<file path="src/rtl/paint_scheduler.sv">
`default_nettype none
// ============================================================================
// Module   : paint_scheduler
// Brief    : Buffers brush/clear commands in a FIFO and turns each one into
//            one-pixel-per-clock writes, clipped to the visible area.
//            Optional PAINT_BLANK_ONLY_EN restricts writes to active = 0.
// Revision : 1.0  initial release
// ============================================================================
module paint_scheduler #(
    parameter int H_RES      = 640,
    parameter int V_RES      = 480,
    parameter int FIFO_DEPTH = 4
) (
    input  logic       clk,
    input  logic       reset,
    input  logic       cmd_valid,
    output logic       cmd_ready,
    input  logic [9:0] cmd_x,
    input  logic [9:0] cmd_y,
    input  logic [2:0] cmd_color,
    input  logic [1:0] cmd_size,
    input  logic       cmd_clear,
    input  logic       active,
    output logic       wen,
    output logic [9:0] wx,
    output logic [9:0] wy,
    output logic [2:0] wcolor,
    output logic       busy
);

    localparam int                 c_ptr_w      = (FIFO_DEPTH > 1) ? $clog2(FIFO_DEPTH) : 1;
    localparam logic [c_ptr_w:0]   c_count_full = (c_ptr_w + 1)'(FIFO_DEPTH);
    localparam logic signed [11:0] c_h_lim      = 12'(H_RES);
    localparam logic signed [11:0] c_v_lim      = 12'(V_RES);
    localparam logic [9:0]         c_x_last     = 10'(H_RES - 1);
    localparam logic [9:0]         c_y_last     = 10'(V_RES - 1);

    typedef enum logic [1:0] {
        S_IDLE  = 2'd0,
        S_PAINT = 2'd1,
        S_CLEAR = 2'd2
    } state_t;

    state_t r_state, w_state_next;

    // Command FIFO: entry = {clear, color, size, y, x}
    logic [25:0]        r_mem [FIFO_DEPTH];
    logic [c_ptr_w-1:0] r_wr_ptr, r_rd_ptr;
    logic [c_ptr_w:0]   r_count;
    logic               w_full, w_empty, w_push, w_pop;
    logic [25:0]        w_head;

    assign w_full    = (r_count == c_count_full);
    assign w_empty   = (r_count == '0);
    assign cmd_ready = ~w_full;
    assign w_push    = cmd_valid & ~w_full;
    assign w_pop     = (r_state == S_IDLE) & ~w_empty;
    assign w_head    = r_mem[r_rd_ptr];
    assign busy      = (r_state != S_IDLE) | ~w_empty;

    always_ff @(posedge clk) begin
        if (w_push) begin
            r_mem[r_wr_ptr] <= {cmd_clear, cmd_color, cmd_size, cmd_y, cmd_x};
        end
    end

    always_ff @(posedge clk) begin
        if (reset) begin
            r_wr_ptr <= '0;
            r_rd_ptr <= '0;
            r_count  <= '0;
        end else begin
            if (w_push) r_wr_ptr <= r_wr_ptr + 1'b1;
            if (w_pop)  r_rd_ptr <= r_rd_ptr + 1'b1;
            case ({w_push, w_pop})
                2'b10:   r_count <= r_count + 1'b1;
                2'b01:   r_count <= r_count - 1'b1;
                default: r_count <= r_count;
            endcase
        end
    end

    // Working registers for the command being expanded
    logic [9:0]        r_x, r_y, r_cx, r_cy;
    logic [2:0]        r_color;
    logic [1:0]        r_size;
    logic signed [3:0] r_dx, r_dy;
    logic signed [3:0] w_r, w_head_neg_r;
    logic signed [11:0] w_px, w_py;
    logic              w_in_range, w_advance;

    assign w_r          = $signed({2'b00, r_size});
    assign w_head_neg_r = 4'sd0 - $signed({2'b00, w_head[21:20]});
    assign w_px         = $signed({2'b00, r_x}) + $signed({{8{r_dx[3]}}, r_dx});
    assign w_py         = $signed({2'b00, r_y}) + $signed({{8{r_dy[3]}}, r_dy});
    assign w_in_range   = ~w_px[11] && (w_px < c_h_lim) && ~w_py[11] && (w_py < c_v_lim);

`ifdef PAINT_BLANK_ONLY_EN
    assign w_advance = ~active;
`else
    logic w_unused_active;
    assign w_unused_active = active;
    assign w_advance       = 1'b1;
`endif

    always_comb begin
        w_state_next = r_state;
        wen          = 1'b0;
        wx           = 10'd0;
        wy           = 10'd0;
        wcolor       = 3'd0;
        case (r_state)
            S_IDLE: begin
                if (!w_empty) begin
                    w_state_next = w_head[25] ? S_CLEAR : S_PAINT;
                end
            end
            S_PAINT: begin
                wcolor = r_color;
                if (w_advance) begin
                    // Out-of-range points still consume their cycle
                    if (w_in_range) begin
                        wen = 1'b1;
                        wx  = w_px[9:0];
                        wy  = w_py[9:0];
                    end
                    if ((r_dx == w_r) && (r_dy == w_r)) begin
                        w_state_next = S_IDLE;
                    end
                end
            end
            S_CLEAR: begin
                wcolor = r_color;
                if (w_advance) begin
                    wen = 1'b1;
                    wx  = r_cx;
                    wy  = r_cy;
                    if ((r_cx == c_x_last) && (r_cy == c_y_last)) begin
                        w_state_next = S_IDLE;
                    end
                end
            end
            default: w_state_next = S_IDLE;
        endcase
    end

    always_ff @(posedge clk) begin
        if (reset) begin
            r_state <= S_IDLE;
            r_x     <= '0;
            r_y     <= '0;
            r_color <= '0;
            r_size  <= '0;
            r_dx    <= '0;
            r_dy    <= '0;
            r_cx    <= '0;
            r_cy    <= '0;
        end else begin
            r_state <= w_state_next;
            case (r_state)
                S_IDLE: begin
                    if (w_pop) begin
                        r_x     <= w_head[9:0];
                        r_y     <= w_head[19:10];
                        r_size  <= w_head[21:20];
                        r_color <= w_head[24:22];
                        r_dx    <= w_head_neg_r;
                        r_dy    <= w_head_neg_r;
                        r_cx    <= '0;
                        r_cy    <= '0;
                    end
                end
                S_PAINT: begin
                    if (w_advance) begin
                        if (r_dx == w_r) begin
                            r_dx <= 4'sd0 - w_r;
                            r_dy <= r_dy + 4'sd1;
                        end else begin
                            r_dx <= r_dx + 4'sd1;
                        end
                    end
                end
                S_CLEAR: begin
                    if (w_advance) begin
                        if (r_cx == c_x_last) begin
                            r_cx <= '0;
                            r_cy <= r_cy + 10'd1;
                        end else begin
                            r_cx <= r_cx + 10'd1;
                        end
                    end
                end
                default: ;
            endcase
        end
    end

endmodule
`default_nettype wire

</file>
<file path="config.mk">
export PLATFORM = sky130hd
export DESIGN_NAME = paint_scheduler
export DESIGN_NICKNAME = d
export VERILOG_FILES = /design/src/rtl/paint_scheduler.sv
export SDC_FILE = /design/constraint.sdc
export NUM_CORES = 1
export LEC_CHECK = 0
export ABC_AREA = 1
export CAP_MARGIN = 20
export CORE_MARGIN = 4
export CORE_UTILIZATION = 36
export CTS_BUF_LIST = sky130_fd_sc_hd__clkbuf_8
export DETAILED_ROUTE_END_ITERATION = 7
export PLACE_DENSITY = 0.64
export SYNTH_ARGS = -nofsm -noshare
export SYNTH_HDL_FRONTEND = slang
export SYNTH_SLANG_ARGS = --single-unit
</file>
<file path="constraint.sdc">
create_clock -name clk -period 2.5 [get_ports clk]
set_input_delay 0.25 -clock clk [delete_from_list [all_inputs] [get_ports clk]]
set_output_delay 0.25 -clock clk [all_outputs]
set_load 0.05 [all_outputs]
</file>
Word-level counts from Yosys, hierarchy flattened:

Memories as Yosys holds them, arrays and structs flattened. A register that Yosys moved wholly into a read port is not among the register bits.
Cells that the tools add are included.
W data, S select, Z words.

* word-level logic and storage cells: 94
* flip-flop bits (word level): 62
* bits in writable memories: 104
* memories kept: 1

* reductions and logical operators: 18
* multiplexer cells: 27
* $add $sub $neg: 12
* bitwise gates (word level): 7
* eq/ne operators: 15
* order comparisons: 2

Memory list
* r_mem: depth 4, bits a word 26, read ports 1, clocked after Yosys merged registers in 1, wr ports 1, RTL line 47 `logic [25:0] r_mem [FIFO_DEPTH];`

Operator list (number)
* $pmux W10 S2: 4
* $mux W10: 5
* $add A11 B4 Y12: 2
* $add A10 B1 Y10 const B: 2
* $pmux W4 S2: 2
* $lt A12 B10 Y1 const B: 1
* $lt A12 B11 Y1 const B: 1
* $mux W2: 6
* $mux W4: 3
* $ne A2 B2 Y1 const B: 6
* $eq A10 B10 Y1 const B: 1
* $eq A10 B9 Y1 const B: 1
* $reduce_and A3 Y1: 3
* $add A4 B2 Y4 const B: 2
* $eq A4 B3 Y1: 2
* $reduce_bool A2 Y1: 4
* $pmux W2 S3: 1
* $pmux W3 S2: 1
* $reduce_and A2 Y1: 3
* $sub A1 B2 Y3 const A: 2
* $logic_and A1 B1 Y1: 5
* $add A2 B1 Y2 const B: 2
* $eq A2 B1 Y1 const B: 2
* $eq A2 B2 Y1 const B: 2
* other kinds (12): 18

Logic depth before layout (Yosys ltp):

Gate-level depths: netlist of run 1.

* word-level depth: 7
* depth in mapped cells: 17

Worst setup path before layout of run 1:

Ideal clock, no wire load.

* path type: register to output
* start point: reg r_dx[0]
* end point: out wen
* arrival time: 2679 ps
* stages on the path, launching flop included: 18
* setup slack: -429 ps
* required time: 2250 ps
* buffers on the path: 1
* cell sequence: dfxtp_1 > ha_1 > inv_1 > fa_1 > inv_1 > nand3_1 > nand3_1 > nand2_1 > nand2_1 > nand2_1 > nand2_1 > nand2_1 > nand2_1 > nand2_1 > inv_2 > buf_6 > nand2_1 > a21oi_1

* longest elaborated chain between the ends: 7

Ends and longest elaborated chain
* from (decl): RTL line 87 `logic signed [3:0] r_dx, r_dy;`
* from (signal assigned): RTL line 167 `r_dx <= w_head_neg_r;`
* from (signal assigned): RTL line 176 `r_dx <= 4'sd0 - w_r;`
* from (signal assigned): RTL line 179 `r_dx <= r_dx + 4'sd1;`
* $add A11 B4 Y12 (*): RTL line 94 `assign w_px = $signed({2'b00, r_x}) + $signed({{8{r_dx[3]}}, r_dx});`
* $lt A12 B11 Y1 / $not A1 Y1 (equally long branches): RTL line 96 `assign w_in_range = ~w_px[11] && (w_px < c_h_lim) && ~w_py[11] && (w_py < c_v_lim);`
* $logic_and A1 B1 Y1 (*) (3 in a row): RTL line 96
* $mux W1 (*): RTL line 122 `if (w_in_range) begin`
* $pmux W1 S2 (*): RTL line 112 `case (r_state)`
* to (decl): RTL line 24 `output logic wen,`

Every way passes the cells marked *; elsewhere a longest branch is shown, timed or not.

Final worst setup path of run 1:

* start point: reg r_dx[3]
* end point: out wx[4]

* longest elaborated chain between the ends: 7

Ends and longest elaborated chain
* $add A11 B4 Y12 (*): RTL line 94
* $lt A12 B11 Y1 / $not A1 Y1 (equally long branches): RTL line 96
* $logic_and A1 B1 Y1 (3 in a row): RTL line 96
* $mux W10 (*): RTL line 122
* $pmux W10 S2 (*): RTL line 112
* to (decl): RTL line 25 `output logic [9:0] wx,`

Marks and branches as above.

==> results of run 1 <==
sequential cells by signal, indices dropped and copies added, names as in the netlist, named ones only:
name      cells
r_color       3
r_count       3
r_cx         10
r_cy         10
r_dx          4
r_dy          4
r_mem       104
r_rd_ptr      2
r_size        2
r_state       2
r_wr_ptr      2
r_x          10
r_y          10
cells in the mapped netlist, drive strengths merged, types with 2 or more instances:
master  count
clkinv      2
xnor2       7
o21ai     103
fa          3
a211oi      5
nor2      140
clkbuf     21
o21bai      2
buf        15
inv       100
o31ai       2
dfxtp      64
a31oi      28
nand2     157
a21oi      68
ha         36
nand3      55
nand3b      3
xor2        7
nand4       7
a32o        2
nor3       12
edfxtp    104
or2         2
cells in the final DEF (no fill, tap or decap), drive strengths merged:
master and count:
buf 97, a31oi 28, clkinvlp 1, xor2 7, dlygate4sd2 4, o31ai 2, nor2 140, nand4 7
nand3 55, nor3 12, a21oi 68, clkdlybuf4s50 29, or2 2, o21bai 2, edfxtp 104, clkbuf 18
clkinv 7, a32o 2, fa 3, nor3b 1, a211oi 5, nor4 1, o21ai 103, xnor2 7
inv 109, o22ai 1, dfxtp 64, ha 36, a21o 1, nand3b 3, nand2 157
per-stage QoR:
stage / worst slack, ns / instances / setup TNS, ns / power, mW / hold slack, ns
after floorplan: -0.180 / 949 / -18.83 / 8.05 / 0.349
after global placement: -0.126 / 1347 / -2.16 / 10.1 / 0.437
after detailed placement: -0.143 / 1347 / -2.38 / 10.2 / 0.439
after CTS: -0.528 / 1389 / -10.17 / 12.8 / 0.383
after global routing: -0.685 / 1395 / -13.42 / 14.2 / 0.378
final: -0.515 / 1395 / -9.88 / 13.2 / 0.401
cell families after synthesis:
kind of cell | synth area share [%]
AO/OA/AOI/OAI | 14.2
AND/OR/NAND/NOR | 20.1
buffers and inverters | 6.58
flip-flops | 51.7
XOR/XNOR | 1.44
adder cells (fa/ha/maj) | 6.00
report_power, final:
group | switching, mW | leakage, nW | internal [mW]
logic | 4.50 | 2.46 | 2.89
registers | 0.390 | 1.48 | 3.47
clock network | 1.18 | 0.205 | 0.771
total | 6.07 | 4.15 | 7.13
metal layers:
metal	global-route usage, %	wire [um]	vias up
met5	0	13	-
met4	3.69	259	2
met3	3.20	764	21
met2	24.9	9350	101
met1	20.5	9380	3119
li1	-	-	3452
worst paths after layout:
path                      end  depth (start not counted)
setup / recovery        wx[4]                         13
hold / removal    r_mem[2][7]                          1
setup reg to reg   r_count[2]                         11
hold reg to reg    r_count[0]                          1
layout make-up:
| class | count | share of cell area, % |
|---|---|---|
| flip-flops and latches | 168 | 39.7 |
| well taps | 319 | 3.59 |
| clock inverters | 15 | 1.55 |
| repair buffers | 131 | 13.1 |
| clock buffers | 17 | 2.10 |
| multi-input cells | 643 | 36.5 |
| inverters | 102 | 3.49 |
worst reg2reg max path, delay by kind of cell, from the launching register on:
| kind | cells | cell delay (ns) |
|---|---|---|
| flops | 1 | 0.34 |
| compound gates | 5 | 0.65 |
| fa+ha+maj | 3 | 0.77 |
| buf+inv | 3 | 0.28 |
timing repair:
| action | CTS | global route |
|---|---|---|
| endpoints found under the setup margin | 25 | 21 |
| resized for setup | 43 | 32 |
| cloned | 3 | 1 |
| pin swaps | 3 | 16 |
| setup buffers | 7 | 5 |
==> qor.txt, run 1 <==
status - finished, violations left
failing checks - setup timing
critical setup path kind - flip-flop to output port
global-route wire length before repair - 32.0 mm
Syn Inst Count - 949
Synth area leader - edfxtp_1
vias - 6,695
CTS Sinks - 168
delay of the slowest cell on the worst path - 0.45 ns
minimum clock period after layout - 3.01 ns
initial antenna violation count - 1
DRC - 0
share of layout cells above drive strength 1 - 22.8%
PwrDens - 1190 nW/um^2
grt total ovfl - 0
Clock Skew - 0.0162 ns
Synth area leaders - edfxtp_1 (37%), dfxtp_1 (15%), nand2_1 (6.7%)
synthesized area per cell - 8.97 um^2
Reg-to-Reg Start - r_state[0]
# hold bufs at CTS - 0
Sequential Area - 4420 um^2
DR pass1 iterations - 5
CTS tree - yes
wire per inst - 14.2 um
TritonCTS Buffers - 17
Site Rows - 56
syn nets - 1,018
Crit Path Max Fanout - 9
routability-driven placement congestion ratio - 0.859
Final Cell Area - 11,100 um^2
HP Start - cmd_x[7]
I/O pins - 56
clk buf depth - 2
register area share after synthesis - 51.7%
total track usage - 15.1%
worst hold path type - primary input to flip-flop
full die area - 26,200 um^2
Die X-Extent - 162 um
Final Util - 47.5%
CP Capture Type - output port
part of the cycle the worst path needs - 121%
Yosys reg bits - 168
Post-synth EDFFs - 104
final setup margin - -0.515 ns
static leakage - 4.15 nW
WP buf/inv - 7
DR vias/cell - 4.80
unique cell type count in the Yosys netlist - 41
final WL - 19.8 mm
RSZ-0062 raised after global routing - true
Max Cap Violations - 0
Layout area overhead - 30.6%
FFs w/ async S/R, synth - 0%
Clock Root Buffer - clkbuf_8
largest net degree at the start of global routing - 36
core outline area - 23,400 um^2
Clock Pin Slew Worst Setup and Hold Paths - 0.11 ns
Final Slew Violations - 0
Fmax - 332 MHz
initial core utilization - 36.4%
ANT cells - 0
Die Ht - 162 um
Port Buffers - 54
headroom to the max-slew limit - 62.4%
DRT antenna net count - 0
area of the multi-input gates - 4060 um^2
vias in the first global route - 6,298
ys flop type - edfxtp_1
post-synth top area share - 36.7%
Critical Path Slowest Stage Cell - dfxtp_4
Arrival @ worst endpoint - 2.76 ns
CP most frequent cell - buf_4
crit path launch - r_dx[3]
Peak VDD IR - 0.713 mV
Fill cells - 2,211
Clock Latency Late Sink - 0.47 ns
launching element type of the critical path - flip-flop
final setup fails - 20
CP top delay family - buffers and inverters
Nets - 1,132
hpwl dp - 13.2 mm
CTS HTree Levels - 4
R2R Setup Slk - 0.36 ns
Area after DPL - 10,200 um^2
Required @ worst endpoint - 2.25 ns
measured slew at the worst slew-check pin - 0.564 ns
CP Cell Sequence - ha_2, nand2_1, nand3_2, buf_4, buf_4, buf_4, buf_4, buf_4, buf_4, xor2_2, nand3_2, a21oi_4, buf_12
mapped cell area - 8510 um^2
yosys warns - 0
Fin. Hold Viols - 0
DR iter-0 viols - 320
Note: power is estimated with default switching activity, not from simulation.
==> run 2: changes to the inputs <==
Settings changed: DONT_BUFFER_PORTS set to 1, PLACE_DENSITY 0.64 to 0.61, SLEW_MARGIN set to 30.
==> run 2 against run 1 <==
Net effect:
- worst setup slack worse by 0.012 ns
- critical path depth up 6
- largest power group unchanged
- fmax fell by 0.41%
- the flow still finishes with violations (setup timing)
- final cell count barely moved
- critical path type unchanged
- critical endpoint is now wy[2]
- combinational power is 0.5% lower
- hold slack lost 0.32 ns
==> qor.txt, run 2 (synthesis results as in run 1) <==
Biggest register - r_mem
GRT busiest layer - met2
Hold Slack - 0.0827 ns (-0.318 ns)
clock power share - 14.6% (-0.2 points)
status - finished, violations left
CTS HTree Levels - 4 (unchanged)
vias in the first global route - 6,462 (+2.6%)
Peak VDD IR - 0.669 mV (-6.2%)
commonest non-fill, non-tap cell in the layout - nand2_1
Fmax - 330 MHz (-0.41%)
area of the multi-input gates - 3940 um^2 (-2.8%)
Clock Skew - 0.0143 ns (-0.00193 ns)
global-route wire length before repair - 32.4 mm (+1.4%)
Clock Root Buffer - clkbuf_8
Reg power frac - 29.4% (about the same)
Critical Path Slowest Stage Cell - dfxtp_4
met2 GRT Util - 26.1% (+1.2 points)
wire per inst - 14.2 um (+0.17%)
headroom to the max-slew limit - 62.0% (-0.36 points)
PwrDens - 1190 nW/um^2 (+0.23%)
Die X-Extent - 162 um (unchanged)
static leakage - 4.16 nW (+0.22%)
combinational share of power - 56.1% (about the same)
number of flip-flops in the largest register - 104 (unchanged)
minimum clock period after layout - 3.03 ns (+0.0123 ns)
worst slack at placement - -0.144 ns (-0.00106 ns)
Psw - 5.92 mW (-2.3%)
final WL - 19.8 mm (+0.24%)
Fin. Hold Viols - 0 (unchanged)
DR pass1 iterations - 4 (-1)
routability-driven placement congestion ratio - 0.879 (+2.3%)
core outline area - 23,400 um^2 (unchanged)
worst hold path type - primary input to flip-flop
Crit Path Max Fanout - 5 (-4)
P_int - 7.16 mW (+0.50%)
largest net degree at the start of global routing - 39 (+8.3%)
I/O pins - 56 (unchanged)
share of layout cells above drive strength 1 - 22.5% (-0.28 points)
dpl cells - 1,318 (-2.2%)
final setup fails - 20 (unchanged)
switching part of the total power - 45.3% (-0.71 points)
critical setup path kind - flip-flop to output port
CP Cell Sequence - ha_4, inv_2, fa_2, inv_2, nand2_2, nand2_2, nand3_2, nand2_2, nand2_2, nand2_2, nor2_2, nand3_1, nand2_2, nor2_4, buf_6, clkbuf_16, nand3_2, a21oi_4, buf_12
Final Slew Violations - 0 (unchanged)
hpwl dp - 13.5 mm (+2.6%)
Die Ht - 162 um (unchanged)
Max Cap Violations - 0 (unchanged)
delay of the slowest cell on the worst path - 0.38 ns (-0.07 ns)
Required @ worst endpoint - 2.25 ns (about the same)
initial core utilization - 36.4% (unchanged)
RSZ-0062 raised after global routing - true
vias - 6,722 (+0.40%)
clk buf depth - 2 (unchanged)
launching element type of the critical path - flip-flop
Non-Filler Instances - 1,396 (+0.072%)
Port Buffers - 0 (-100%)
total track usage - 15.3% (+0.18 points)
Area after DPL - 9860 um^2 (-3.0%)
Sequential Area - 4430 um^2 (+0.23%)
Arrival @ worst endpoint - 2.78 ns (+0.02 ns)
full die area - 26,200 um^2 (unchanged)
Clock Pin Slew Worst Setup and Hold Paths - 0.10 ns (about the same)
Layout area overhead - 29.3%
DR iter-0 viols - 366 (+14%)
part of the cycle the worst path needs - 121% (+0.49 points)
DRT antenna net count - 0 (unchanged)
most frequent cells in the layout - nand2_1 (141), nor2_1 (132), edfxtp_1 (104)
Clock Latency Late Sink - 0.46 ns (about the same)
GR Util met1 - 20.1% (-0.33 points)
grt total ovfl - 0 (unchanged)
CP Capture Type - output port
Fill cells - 2,208 (-0.14%)
CP most frequent cell - nand2_2
DR vias/cell - 4.82 (+0.33%)
Final Cell Area - 11,000 um^2 (-1.0%)
Final Util - 47.0% (-0.49 points)
CTS tree - yes
measured slew at the worst slew-check pin - 0.570 ns (+0.00625 ns)
initial antenna violation count - 1 (unchanged)
final setup margin - -0.527 ns (-0.0123 ns)
DRC - 0 (unchanged)
GR Layer Usage met3 - 2.82% (-0.38 points)
failing checks - setup timing
CTS Sinks - 168 (unchanged)
Nets - 1,132 (unchanged)
TritonCTS Buffers - 17 (unchanged)
Site Rows - 56 (unchanged)
## run 2: changes by cell type in the layout (fill, tap and decap cells not counted), moves of 3 or more
cell / previous run / this run
buf_4: 66 / 72
dlygate4sd2_1: 4 / 0
clkdlybuf4s50_1: 29 / 0
nand3_2: 13 / 16
inv_8: 8 / 5
ha_4: 12 / 7
dlygate4sd3_1: 0 / 27
dfxtp_4: 3 / 6
nand3_4: 13 / 9
ha_1: 22 / 29
## run 2: worst paths after layout
kind                              endpoint  slack, ns  depth (start not counted)  startpoint
worst max register to register     r_dx[3]       0.44                          9   flip-flop
worst min-delay path               r_cx[6]       0.08                          5       reset
worst max-delay path                 wy[2]      -0.53                         19      r_y[0]
worst min register to register  r_count[0]       0.46                          1  r_count[0]
## run 2: layout make-up
cell class | count | share of cell area [%]
Multi-Input combinational cell | 643 | 35.8
Clock inverter | 14 | 1.42
Tap cell | 319 | 3.63
Timing Repair Buffer | 131 | 13.1
Clock buffer | 18 | 2.25
Inverter | 102 | 3.50
Antenna cell | 1 | 0.0227
Sequential cell | 168 | 40.2
## run 2: repair_timing
item                                    CTS  global route
resized for setup                        31            29
gates cloned                              3             1
pin swaps                                 6            10
buffers inserted                         12             4
endpoints found under the setup margin   21            20
endpoints found under the hold margin   112             0
hold buffers                             27             0
## run 2: worst max-delay path: cells and delay by family (launching register included)
family / cells / cell delay, ns
simple gates: 11 / 0.77
buf+inv: 5 / 0.52
fa+ha+maj: 2 / 0.48
flops: 1 / 0.38
compound gates: 1 / 0.16
## run 2: power groups by stage
stage / combinational (mW) / sequential (mW) / clock (mW)
after CTS: 7.13 / 3.79 / 1.96
final: 7.34 / 3.84 / 1.91
after floorplan: 4.32 / 3.73 / 0
after detailed placement: 6.32 / 3.82 / 0
after global placement: 6.26 / 3.80 / 0
after global routing: 8.17 / 3.89 / 2.08
## run 2: per-stage QoR
stage	TNS [ns]	total power, mW
global placement	-1.61	10.1
finish	-10.06	13.1
CTS	-11.54	12.9
detailed placement	-2.41	10.1
floorplan	-18.83	8.05
global route	-13.34	14.1
## run 2: routing by layer
metal | vias to the layer above | routed length, um
li1 | 3457 | -
met3 | 21 | 783
met1 | 3108 | 9350
met5 | - | 0
met2 | 136 | 9390
met4 | 0 | 295
==> run 3: changes to the inputs <==
Settings changed: CAP_MARGIN 20 to not set, CTS_CLUSTER_DIAMETER set to 120.
==> results of run 3 <==
Same layout as run 2: the final DEF is identical, and so are final timing and power.
